--- src/rtl/uart_cfg_pkg.sv ---
// Shared types and constants for the UART configuration sequencer.
// The UART_CFG_READBACK_EN build option uses the same definitions.
package uart_cfg_pkg;

   typedef enum logic [2:0] {
      ST_IDLE,
      ST_SETUP,
      ST_ACCESS,
      ST_DONE,
      ST_ABORT
   } cfg_state_e;

   typedef enum logic [1:0] {
      XF_IDLE,
      XF_SETUP,
      XF_ACCESS
   } xfer_phase_e;

   localparam logic [2:0] OFF_DLL = 3'd0;
   localparam logic [2:0] OFF_DLM = 3'd1;
   localparam logic [2:0] OFF_IER = 3'd1;
   localparam logic [2:0] OFF_FCR = 3'd2;
   localparam logic [2:0] OFF_LCR = 3'd3;
   localparam logic [2:0] OFF_MCR = 3'd4;

   localparam logic [7:0] LCR_DLAB = 8'h80;

   localparam int         NUM_STEPS = 7;
   localparam logic [2:0] LAST_STEP = 3'(NUM_STEPS - 1);
   localparam logic [2:0] STEP_FCR  = 3'd4;

   localparam logic [1:0] ERR_NONE     = 2'b00;
   localparam logic [1:0] ERR_SLVERR   = 2'b01;
   localparam logic [1:0] ERR_TIMEOUT  = 2'b10;
   localparam logic [1:0] ERR_READBACK = 2'b11;

   function automatic logic [2:0] step_offset(input logic [2:0] step);
      logic [2:0] off;
      off = OFF_MCR;
      case (step)
         3'd0:    off = OFF_LCR;
         3'd1:    off = OFF_DLL;
         3'd2:    off = OFF_DLM;
         3'd3:    off = OFF_LCR;
         3'd4:    off = OFF_FCR;
         3'd5:    off = OFF_IER;
         default: off = OFF_MCR;
      endcase
      return off;
   endfunction

   function automatic logic [7:0] step_wdata(input logic [2:0]  step,
                                             input logic [15:0] div,
                                             input logic [5:0]  lcr,
                                             input logic [7:0]  fcr,
                                             input logic [3:0]  ier,
                                             input logic [4:0]  mcr);
      logic [7:0] data;
      data = {3'b000, mcr};
      case (step)
         3'd0:    data = LCR_DLAB | {2'b00, lcr};
         3'd1:    data = div[7:0];
         3'd2:    data = div[15:8];
         3'd3:    data = {2'b00, lcr};
         3'd4:    data = fcr;
         3'd5:    data = {4'b0000, ier};
         default: data = {3'b000, mcr};
      endcase
      return data;
   endfunction

   // IER and MCR read back with undefined upper bits; ignore them.
   function automatic logic [7:0] step_mask(input logic [2:0] step);
      logic [7:0] mask;
      mask = 8'hFF;
      case (step)
         3'd5:    mask = 8'h0F;
         3'd6:    mask = 8'h1F;
         default: mask = 8'hFF;
      endcase
      return mask;
   endfunction

endpackage

--- src/rtl/uart_cfg_apb_xfer.sv ---
// Single-transfer APB master engine: SETUP/ACCESS phasing, request latching
// and the ACCESS-phase timeout counter.
module uart_cfg_apb_xfer
   import uart_cfg_pkg::*;
#(
   parameter int ADDR_W  = 8,
   parameter int TIMEOUT = 16
) (
   input  logic              clk,
   input  logic              rst,
   input  logic              start,
   input  logic              write,
   input  logic [ADDR_W-1:0] addr,
   input  logic [7:0]        wdata,
   output logic              complete,
   output logic              slverr,
   output logic              timeout,
   output logic [7:0]        rdata,
   output logic              psel,
   output logic              penable,
   output logic              pwrite,
   output logic [ADDR_W-1:0] paddr,
   output logic [31:0]       pwdata,
   input  logic [7:0]        prdata,
   input  logic              pready,
   input  logic              pslverr
);

   xfer_phase_e       phase_reg, phase_next;
   logic [7:0]        cnt_reg;
   logic [ADDR_W-1:0] addr_reg;
   logic [7:0]        wdata_reg;
   logic              write_reg;
   logic              accept;

   assign complete = (phase_reg == XF_ACCESS) && pready;
   assign slverr   = complete && pslverr;
   assign timeout  = (phase_reg == XF_ACCESS) && !pready && (cnt_reg == 8'(TIMEOUT - 1));
   assign rdata    = prdata;

   // A new request is taken when idle or in the completing ACCESS cycle,
   // which gives back-to-back transfers with no idle cycle between them.
   assign accept = start && ((phase_reg == XF_IDLE) || complete);

   always_comb begin
      phase_next = phase_reg;
      case (phase_reg)
         XF_IDLE:   if (start) phase_next = XF_SETUP;
         XF_SETUP:  phase_next = XF_ACCESS;
         XF_ACCESS: begin
            if (pready)       phase_next = start ? XF_SETUP : XF_IDLE;
            else if (timeout) phase_next = XF_IDLE;
         end
         default:   phase_next = XF_IDLE;
      endcase
   end

   always_ff @(posedge clk or posedge rst) begin
      if (rst) begin
         phase_reg <= XF_IDLE;
         cnt_reg   <= 8'd0;
         addr_reg  <= '0;
         wdata_reg <= 8'd0;
         write_reg <= 1'b0;
      end else begin
         phase_reg <= phase_next;
         if (phase_reg == XF_SETUP)
            cnt_reg <= 8'd0;
         else if (phase_reg == XF_ACCESS)
            cnt_reg <= cnt_reg + 8'd1;
         if (accept) begin
            addr_reg  <= addr;
            wdata_reg <= write ? wdata : 8'd0;
            write_reg <= write;
         end
      end
   end

   assign psel    = (phase_reg != XF_IDLE);
   assign penable = (phase_reg == XF_ACCESS);
   assign pwrite  = write_reg;
   assign paddr   = addr_reg;
   assign pwdata  = {24'd0, wdata_reg};

endmodule

--- src/rtl/uart_cfg_ctrl.sv ---
// APB configuration sequencer for a 16550-style UART: issues the fixed
// bring-up write sequence. Define UART_CFG_READBACK_EN to verify each write.
module uart_cfg_ctrl
   import uart_cfg_pkg::*;
#(
   parameter int ADDR_W     = 8,
   parameter int REG_STRIDE = 4,
   parameter int TIMEOUT    = 16
) (
   input  logic              clk,
   input  logic              rst,
   input  logic              cfg_start,
   input  logic [15:0]       cfg_div,
   input  logic [5:0]        cfg_lcr,
   input  logic [7:0]        cfg_fcr,
   input  logic [3:0]        cfg_ier,
   input  logic [4:0]        cfg_mcr,
   output logic              busy,
   output logic              done,
   output logic              err,
   output logic [1:0]        err_code,
   output logic [2:0]        err_step,
   output logic              psel,
   output logic              penable,
   output logic              pwrite,
   output logic [ADDR_W-1:0] paddr,
   output logic [31:0]       pwdata,
   input  logic [31:0]       prdata,
   input  logic              pready,
   input  logic              pslverr
);

   cfg_state_e        state_reg, state_next;
   logic [2:0]        step_reg, step_next;
   logic              rd_reg, rd_next;
   logic [15:0]       div_reg;
   logic [5:0]        lcr_reg;
   logic [7:0]        fcr_reg;
   logic [3:0]        ier_reg;
   logic [4:0]        mcr_reg;
   logic              err_reg;
   logic [1:0]        err_code_reg;
   logic [2:0]        err_step_reg;
   logic [1:0]        abort_code;

   logic              x_start, x_write;
   logic [ADDR_W-1:0] x_addr;
   logic [7:0]        x_wdata;
   logic              x_complete, x_slverr, x_timeout;
   logic [7:0]        x_rdata;
   logic [2:0]        step_inc;

   function automatic logic [ADDR_W-1:0] step_addr(input logic [2:0] step);
      return ADDR_W'(32'(step_offset(step)) * 32'(REG_STRIDE));
   endfunction

   assign step_inc = step_reg + 3'd1;

   always_comb begin
      state_next = state_reg;
      step_next  = step_reg;
      rd_next    = rd_reg;
      x_start    = 1'b0;
      x_write    = 1'b1;
      x_addr     = step_addr(step_reg);
      x_wdata    = 8'd0;
      abort_code = ERR_NONE;
      case (state_reg)
         ST_IDLE: begin
            if (cfg_start) begin
               state_next = ST_SETUP;
               step_next  = 3'd0;
               rd_next    = 1'b0;
               x_start    = 1'b1;
               x_addr     = step_addr(3'd0);
               x_wdata    = step_wdata(3'd0, cfg_div, cfg_lcr, cfg_fcr, cfg_ier, cfg_mcr);
            end
         end
         ST_SETUP: state_next = ST_ACCESS;
         ST_ACCESS: begin
            if (x_timeout) begin
               state_next = ST_ABORT;
               abort_code = ERR_TIMEOUT;
            end else if (x_complete) begin
               if (x_slverr) begin
                  state_next = ST_ABORT;
                  abort_code = ERR_SLVERR;
               end
`ifdef UART_CFG_READBACK_EN
               else if (rd_reg && ((x_rdata & step_mask(step_reg)) !=
                        step_wdata(step_reg, div_reg, lcr_reg, fcr_reg, ier_reg, mcr_reg))) begin
                  state_next = ST_ABORT;
                  abort_code = ERR_READBACK;
               end else if (!rd_reg && (step_reg != STEP_FCR)) begin
                  // FCR shares its offset with IIR, so it cannot be read back.
                  state_next = ST_SETUP;
                  rd_next    = 1'b1;
                  x_start    = 1'b1;
                  x_write    = 1'b0;
               end
`endif
               else if (step_reg == LAST_STEP) begin
                  state_next = ST_DONE;
               end else begin
                  state_next = ST_SETUP;
                  step_next  = step_inc;
                  rd_next    = 1'b0;
                  x_start    = 1'b1;
                  x_addr     = step_addr(step_inc);
                  x_wdata    = step_wdata(step_inc, div_reg, lcr_reg, fcr_reg, ier_reg, mcr_reg);
               end
            end
         end
         ST_DONE:  state_next = ST_IDLE;
         ST_ABORT: state_next = ST_IDLE;
         default:  state_next = ST_IDLE;
      endcase
   end

   always_ff @(posedge clk or posedge rst) begin
      if (rst) begin
         state_reg    <= ST_IDLE;
         step_reg     <= 3'd0;
         rd_reg       <= 1'b0;
         div_reg      <= 16'd0;
         lcr_reg      <= 6'd0;
         fcr_reg      <= 8'd0;
         ier_reg      <= 4'd0;
         mcr_reg      <= 5'd0;
         err_reg      <= 1'b0;
         err_code_reg <= ERR_NONE;
         err_step_reg <= 3'd0;
      end else begin
         state_reg <= state_next;
         step_reg  <= step_next;
         rd_reg    <= rd_next;
         if ((state_reg == ST_IDLE) && cfg_start) begin
            div_reg      <= cfg_div;
            lcr_reg      <= cfg_lcr;
            fcr_reg      <= cfg_fcr;
            ier_reg      <= cfg_ier;
            mcr_reg      <= cfg_mcr;
            err_reg      <= 1'b0;
            err_code_reg <= ERR_NONE;
            err_step_reg <= 3'd0;
         end else if ((state_reg == ST_ACCESS) && (state_next == ST_ABORT)) begin
            err_reg      <= 1'b1;
            err_code_reg <= abort_code;
            err_step_reg <= step_reg;
         end
      end
   end

   uart_cfg_apb_xfer #(
      .ADDR_W  (ADDR_W),
      .TIMEOUT (TIMEOUT)
   ) u_xfer (
      .clk      (clk),
      .rst      (rst),
      .start    (x_start),
      .write    (x_write),
      .addr     (x_addr),
      .wdata    (x_wdata),
      .complete (x_complete),
      .slverr   (x_slverr),
      .timeout  (x_timeout),
      .rdata    (x_rdata),
      .psel     (psel),
      .penable  (penable),
      .pwrite   (pwrite),
      .paddr    (paddr),
      .pwdata   (pwdata),
      .prdata   (prdata[7:0]),
      .pready   (pready),
      .pslverr  (pslverr)
   );

   assign busy     = (state_reg != ST_IDLE);
   assign done     = (state_reg == ST_DONE);
   assign err      = err_reg;
   assign err_code = err_code_reg;
   assign err_step = err_step_reg;

endmodule

--- config.mk ---
export PLATFORM = sky130hd
export DESIGN_NAME = uart_cfg_ctrl
export DESIGN_NICKNAME = d
export VERILOG_FILES = /design/src/rtl/uart_cfg_pkg.sv /design/src/rtl/uart_cfg_apb_xfer.sv /design/src/rtl/uart_cfg_ctrl.sv
export SDC_FILE = /design/constraint.sdc
export NUM_CORES = 1
export LEC_CHECK = 0
export ABC_AREA = 1
export CAP_MARGIN = 5
export CORE_ASPECT_RATIO = 0.5
export CORE_MARGIN = 2
export CORE_UTILIZATION = 47
export CTS_CLUSTER_DIAMETER = 50
export DETAILED_ROUTE_END_ITERATION = 6
export PLACE_DENSITY = 0.81
export SLEW_MARGIN = 20
export SYNTH_ARGS = -nofsm -noshare
export SYNTH_HDL_FRONTEND = slang
export SYNTH_SLANG_ARGS = --single-unit
--- constraint.sdc ---
create_clock -name clk -period 3 [get_ports clk]
set_input_delay 0.6 -clock clk [delete_from_list [all_inputs] [get_ports clk]]
set_output_delay 0.6 -clock clk [all_outputs]
set_load 0.01 [all_outputs]
-- Yosys cells after proc, flatten, opt, wreduce, memory -nomap -nowiden
Cells that the tools add are included.
- register bits after elaboration: 78
- latch bits: 0
- memory bits (writable): 0
- memory bits (read-only): 0
- bits of input ports: 76
- word-level logic and storage cells: 116
- memories: 0
- $add $sub $neg: 2
- $mul: 0
- div/mod/pow operators: 0
- order comparisons: 0
- equal/unequal tests: 25
- shift operators: 0
- multiplexer cells: 50
- bitwise operators: 0
- reductions and logical operators: 24
- operators by type and width (operator ; count):
    8-bit two-way mux ; 7
    8-bit case mux with 6 select lines ; 1
    3-bit two-way mux ; 11
    5-bit two-way mux ; 5
    3-bit case mux with 4 select lines ; 2
    3-bit by 2-bit == test with 1-bit output, second input constant ; 6
    3-bit == test, second input constant ; 6
    2-bit two-way mux ; 8
    8-bit case mux with 2 select lines ; 1
    1-bit two-way mux ; 10
    5-bit case mux with 2 select lines ; 1
    3-bit by 1-bit == test with 1-bit output, second input constant ; 3
    3-bit zero test ; 3
    3-bit case mux with 3 select lines ; 1
    8-bit by 1-bit adder with 8-bit output, second input constant ; 1
    8-bit by 4-bit == test with 1-bit output, second input constant ; 1
    2-bit inequality test, second input constant ; 4
    2-bit nonzero test ; 4
    2-bit OR reduction ; 4
    1-bit logical AND ; 7
    2-bit case mux with 3 select lines ; 1
    3-bit case mux with 2 select lines ; 1
    6-bit AND reduction ; 1
    2-bit by 1-bit inequality test with 1-bit output, second input constant ; 2
    other kinds (10) ; 10

-- Depth between registers and ports, before layout
- depth after elaboration: 11
- mapped depth: 13
- gate-level depth less buffers: 12

-- By module
From an unflattened synthesis, not the netlist that was laid out.
- cell total of the unflattened synthesis: 566
- area total of the unflattened synthesis: 4280.4 µm²
- by module, submodules not included (module ; instances ; cells an instance ; area each (µm²)):
    uart_cfg_ctrl ; 1 ; 376 ; 2752.6
    uart_cfg_apb_xfer ; 1 ; 190 ; 1527.7

-- Worst setup path after synthesis
OpenSTA, ideal clock, no wires.
- kind: reg-to-reg
- start: reg step_reg[0]
- end: reg u_xfer.wdata_reg[5]
- data arrival time: 1766 ps
- path slack: 1118 ps
- stages on the path, launching flop included: 12
- clock period less this slack: 1882 ps
- path through: dfrtp_1 -> ha_1 -> ha_1 -> buf_4 -> a21oi_2 -> nand2_1 -> inv_1 -> nor2_1 -> nand2_1 -> nand2_1 -> nand2_1 -> nand2_1
- word-level cells in the longest chain between the ends: 8
- RTL lines (element ; line ; text):
    start: declaration ; uart_cfg_ctrl.sv:34 ; logic [2:0] step_reg, step_next;
    start signal: assignment ; uart_cfg_ctrl.sv:135 ; step_reg <= step_next;
    3-bit by 1-bit adder with 3-bit output ; uart_cfg_ctrl.sv:57 ; assign step_inc = step_reg + 3'd1;
    3-bit == test, or another cell as far along ; uart_cfg_pkg.sv:60 ; case (step)
    8-bit case mux with 6 select lines ; uart_cfg_pkg.sv:60 ;
    8-bit two-way mux ; uart_cfg_ctrl.sv:102 ; else if (step_reg == LAST_STEP) begin
    8-bit two-way mux ; uart_cfg_ctrl.sv:85 ; if (x_slverr) begin
    8-bit two-way mux ; uart_cfg_ctrl.sv:84 ; end else if (x_complete) begin
    8-bit two-way mux ; uart_cfg_ctrl.sv:81 ; if (x_timeout) begin
    8-bit case mux with 2 select lines ; uart_cfg_ctrl.sv:68 ; case (state_reg)
    end signal: assignment ; uart_cfg_apb_xfer.sv:73 ; wdata_reg <= write ? wdata : 8'd0;
    end: declaration ; uart_cfg_apb_xfer.sv:32 ; logic [7:0] wdata_reg;
Several ways; a longest one is shown, not always the timed one.
A chain may end at the register's enable or synchronous reset.

-- Worst setup path in the final report
- start: reg step_reg[1]
- end: reg u_xfer.wdata_reg[5]
Same word-level chain as after synthesis.

==> flow_summary_export.csv <==
group,metric,value,unit
placed_design,dp_hpwl,6.33,mm
sta,period_minus_slack,2400,ps
grt,grt_pass1_wl,15.2,mm
clock_tree,post-cts-setup-buffers,0,
sta,relSlewSlack,0.592,
clock_tree,root_buffer,"clkbuf_16",
power,ir_worst_vdd,0.000359,V
critical_path,cp-end-kind,"flop",
placed_design,dp.cells,693,
grt,grt_use_met3,0.0633,
layout,largest_reg_flops,16,
clock_tree,clk_latency,340,ps
logic_synthesis,syn_area,3990,um2
routing,wl_per_cell,12.4,um
clock_tree,clk_pin_slew_worst_paths,60,ps
grt,met2_usage,0.328,
layout,area_growth,23.8,%
grt,gr-total-overflow,0,
layout,drive_above_1_share,0.0603,
routing,vias,3413,
floorplan,ios,127,
logic_synthesis,synth-adder-area-share,0.0408,
routing,drt_iter0_drc,196,
clock_tree,clock-sinks,73,
sta,period_share,0.801,
grt,grtUsageMet1,0.270,
floorplan,fp-row-count,23,
logic_synthesis,synth_warnings,0,
layout,nets,681,
floorplan,fp.dieW,134,um
logic_synthesis,synth.distinct_cells,32,
layout,layout_commonest_cell,"nand2_1",
sta,clock_skew,7.63,ps
logic_synthesis,synth_top_family_by_area,"simple AND/OR/NAND/NOR gates",
critical_path,critPathBufInv,1,
sta,hold_viol,0,
sta,fmax,416,MHz
critical_path,cpMostUsedCell,"nand2_1",
grt,gr-max-usage-layer,"met2",
critical_path,critPathMaxStageDelay,670,ps
critical_path,cp_slowest_cell,"ha_1",
placed_design,io_buffers,65,
grt,grt_pass1_vias,3309,
layout,diodes,0,
floorplan,initial_core_util,0.491,
run,maxCapViolations,0,
logic_synthesis,synth-simple-area-share,0.333,
routing,viasPerCell,4.81,
clock_tree,cts_hold_buf,0,
floorplan,core_area,8120,um2
layout,fillers,701,
power,powerDensity,825,nW/um2
logic_synthesis,ys_seq_area_frac,0.458,
sta,fin_setup_tns,0,ps
grt,grt_max_degree,65,
layout,final_cell_mix,"215 x nand2_1, 73 x dfrtp_1, 65 x clkdlybuf4s50_1",
floorplan,die_h,69.1,um
critical_path,critPathMaxFanout,20,
critical_path,crit_chain,"ha_1 > ha_1 > inv_2 > nor2_1 > nand2_1 > nand4_1 > nand2_1 > nand2_1 > nand2_1 > nand2_1",
sta,slew_viol_final,0,
hold_path,hp-class,"reg -> reg",
logic_synthesis,synthMuxAreaShare,0,
layout,finalNonFillerCells,709,
critical_path,worstPathRequired,3270,ps
clock_tree,cts_resized,0,
sta,rsz0062_at_grt,"false",
grt,antenna_found_initial,0,
clock_tree,cts_htree_levels,3,
critical_path,critPathTopFamily,"adder cells",
sta,setup_viol,0,
critical_path,crit_type,"reg -> reg",
critical_path,arrival,2670,ps
placed_design,dpl_cell_area,4630,um2
routing,detail-route-antenna-nets,0,
logic_synthesis,ys_ff_latch,73,
clock_tree,cts_tree,"built",
routing,first_pass_iters,5,
logic_synthesis,synth_xor_area_frac,0,
logic_synthesis,avgSynthCellArea,7.55,um2
logic_synthesis,synth_compound_area_frac,0.0408,
sta,worst_pin_slew,613,ps
layout,design_area,4940,um2
clock_tree,numCtsBuffers,9,
floorplan,die_area,9280,um2
power,leakage,2.62,nW
logic_synthesis,synth_cells,528,
routing,drt_wl_total,8.82,mm
clock_tree,clock_path_buffers,2,
power,power,4.07,mW
outcome,status,"finished clean",
placed_design,place_congestion,0.888,
critical_path,startpoint_type,"flop",
critical_path,rrSetupSlack,600,ps
grt,track_usage,0.207,
routing,drc_errors,0,
worst reg2reg max path: cells and delay by family, from the launching register on:
kind,cells,cell delay [ps]
buf+inv,1,260
simple gates,7,730
flops,1,460
fa+ha+maj,2,900
layout make-up:
cell class | count | area (um2) | share of cell area
inverter | 54 | 208 | 0.0421
clock inverter | 4 | 51.3 | 0.0104
timing repair buffer | 69 | 693 | 0.140
multi-input combinational | 385 | 1760 | 0.357
clock buffer | 12 | 256 | 0.0520
tap | 112 | 140 | 0.0284
sequential | 73 | 1830 | 0.370
per-layer routing:
layer	vias up	wire, um	part of all wire
li1	1703	-	-
met1	1589	4090	0.46
met2	103	3970	0.45
met3	18	583	0.066
met4	0	174	0.020
met5	-	0	0
path summary, 6_finish.rpt:
path / endpoint / depth (start not counted) / startpoint
hold / removal: u_xfer.pwrite$_DFFE_PP0P_ / 1 / u_xfer.pwrite$_DFFE_PP0P_
max in group asynchronous: fcr_reg[4]$_DFFE_PP0P_ / 3 / rst
setup / recovery: u_xfer.wdata_reg[5]$_DFFE_PP0P_ / 10 / step_reg[1]$_DFFE_PP0P_
setup reg to reg: u_xfer.wdata_reg[5]$_DFFE_PP0P_ / 10 / step_reg[1]$_DFFE_PP0P_
hold reg to reg: u_xfer.pwrite$_DFFE_PP0P_ / 1 / u_xfer.pwrite$_DFFE_PP0P_
min in group asynchronous: u_xfer.cnt_reg[1]$_DFFE_PP0P_ / 2 / rst
cells in the mapped netlist, drive strengths merged:
cell | number | area share
nand2 | 218 | 0.21
nor4 | 1 | 0.0016
nand3 | 51 | 0.068
dfrtp | 73 | 0.46
inv | 53 | 0.050
ha | 13 | 0.041
conb | 1 | 0.00094
a32oi | 1 | 0.0022
clkinv | 1 | 0.0022
nand4 | 3 | 0.0047
a21oi | 7 | 0.011
or2 | 1 | 0.0016
o21ai | 16 | 0.020
nand3b | 1 | 0.0019
nor3 | 7 | 0.0088
buf | 39 | 0.069
nor2 | 32 | 0.033
a22oi | 1 | 0.0019
clkbuf | 5 | 0.0050
o21bai | 2 | 0.0038
a31o | 1 | 0.0022
nor3b | 1 | 0.0019
metrics by stage:
step	util	worst slack, ps	hold WS [ps]
floorplan	-	547	444
global placement	0.570	688	463
detailed placement	0.570	681	461
CTS	0.608	625	473
global route	0.608	328	498
finish	0.608	598	466
power by group:
group,switching [mW],total [mW],internal (mW)
clock network,0.406,1.09,0.689
logic,0.850,1.40,0.555
registers,0.233,1.57,1.34
logic make-up after synthesis:
kind of cell / count (synthesis)
AO/OA/AOI/OAI: 28
adder cells (fa/ha/maj): 13
buffers and inverters: 98
flip-flops: 73
other: 1
AND/OR/NAND/NOR: 315
No activity file was read; power rests on OpenSTA's default activity.
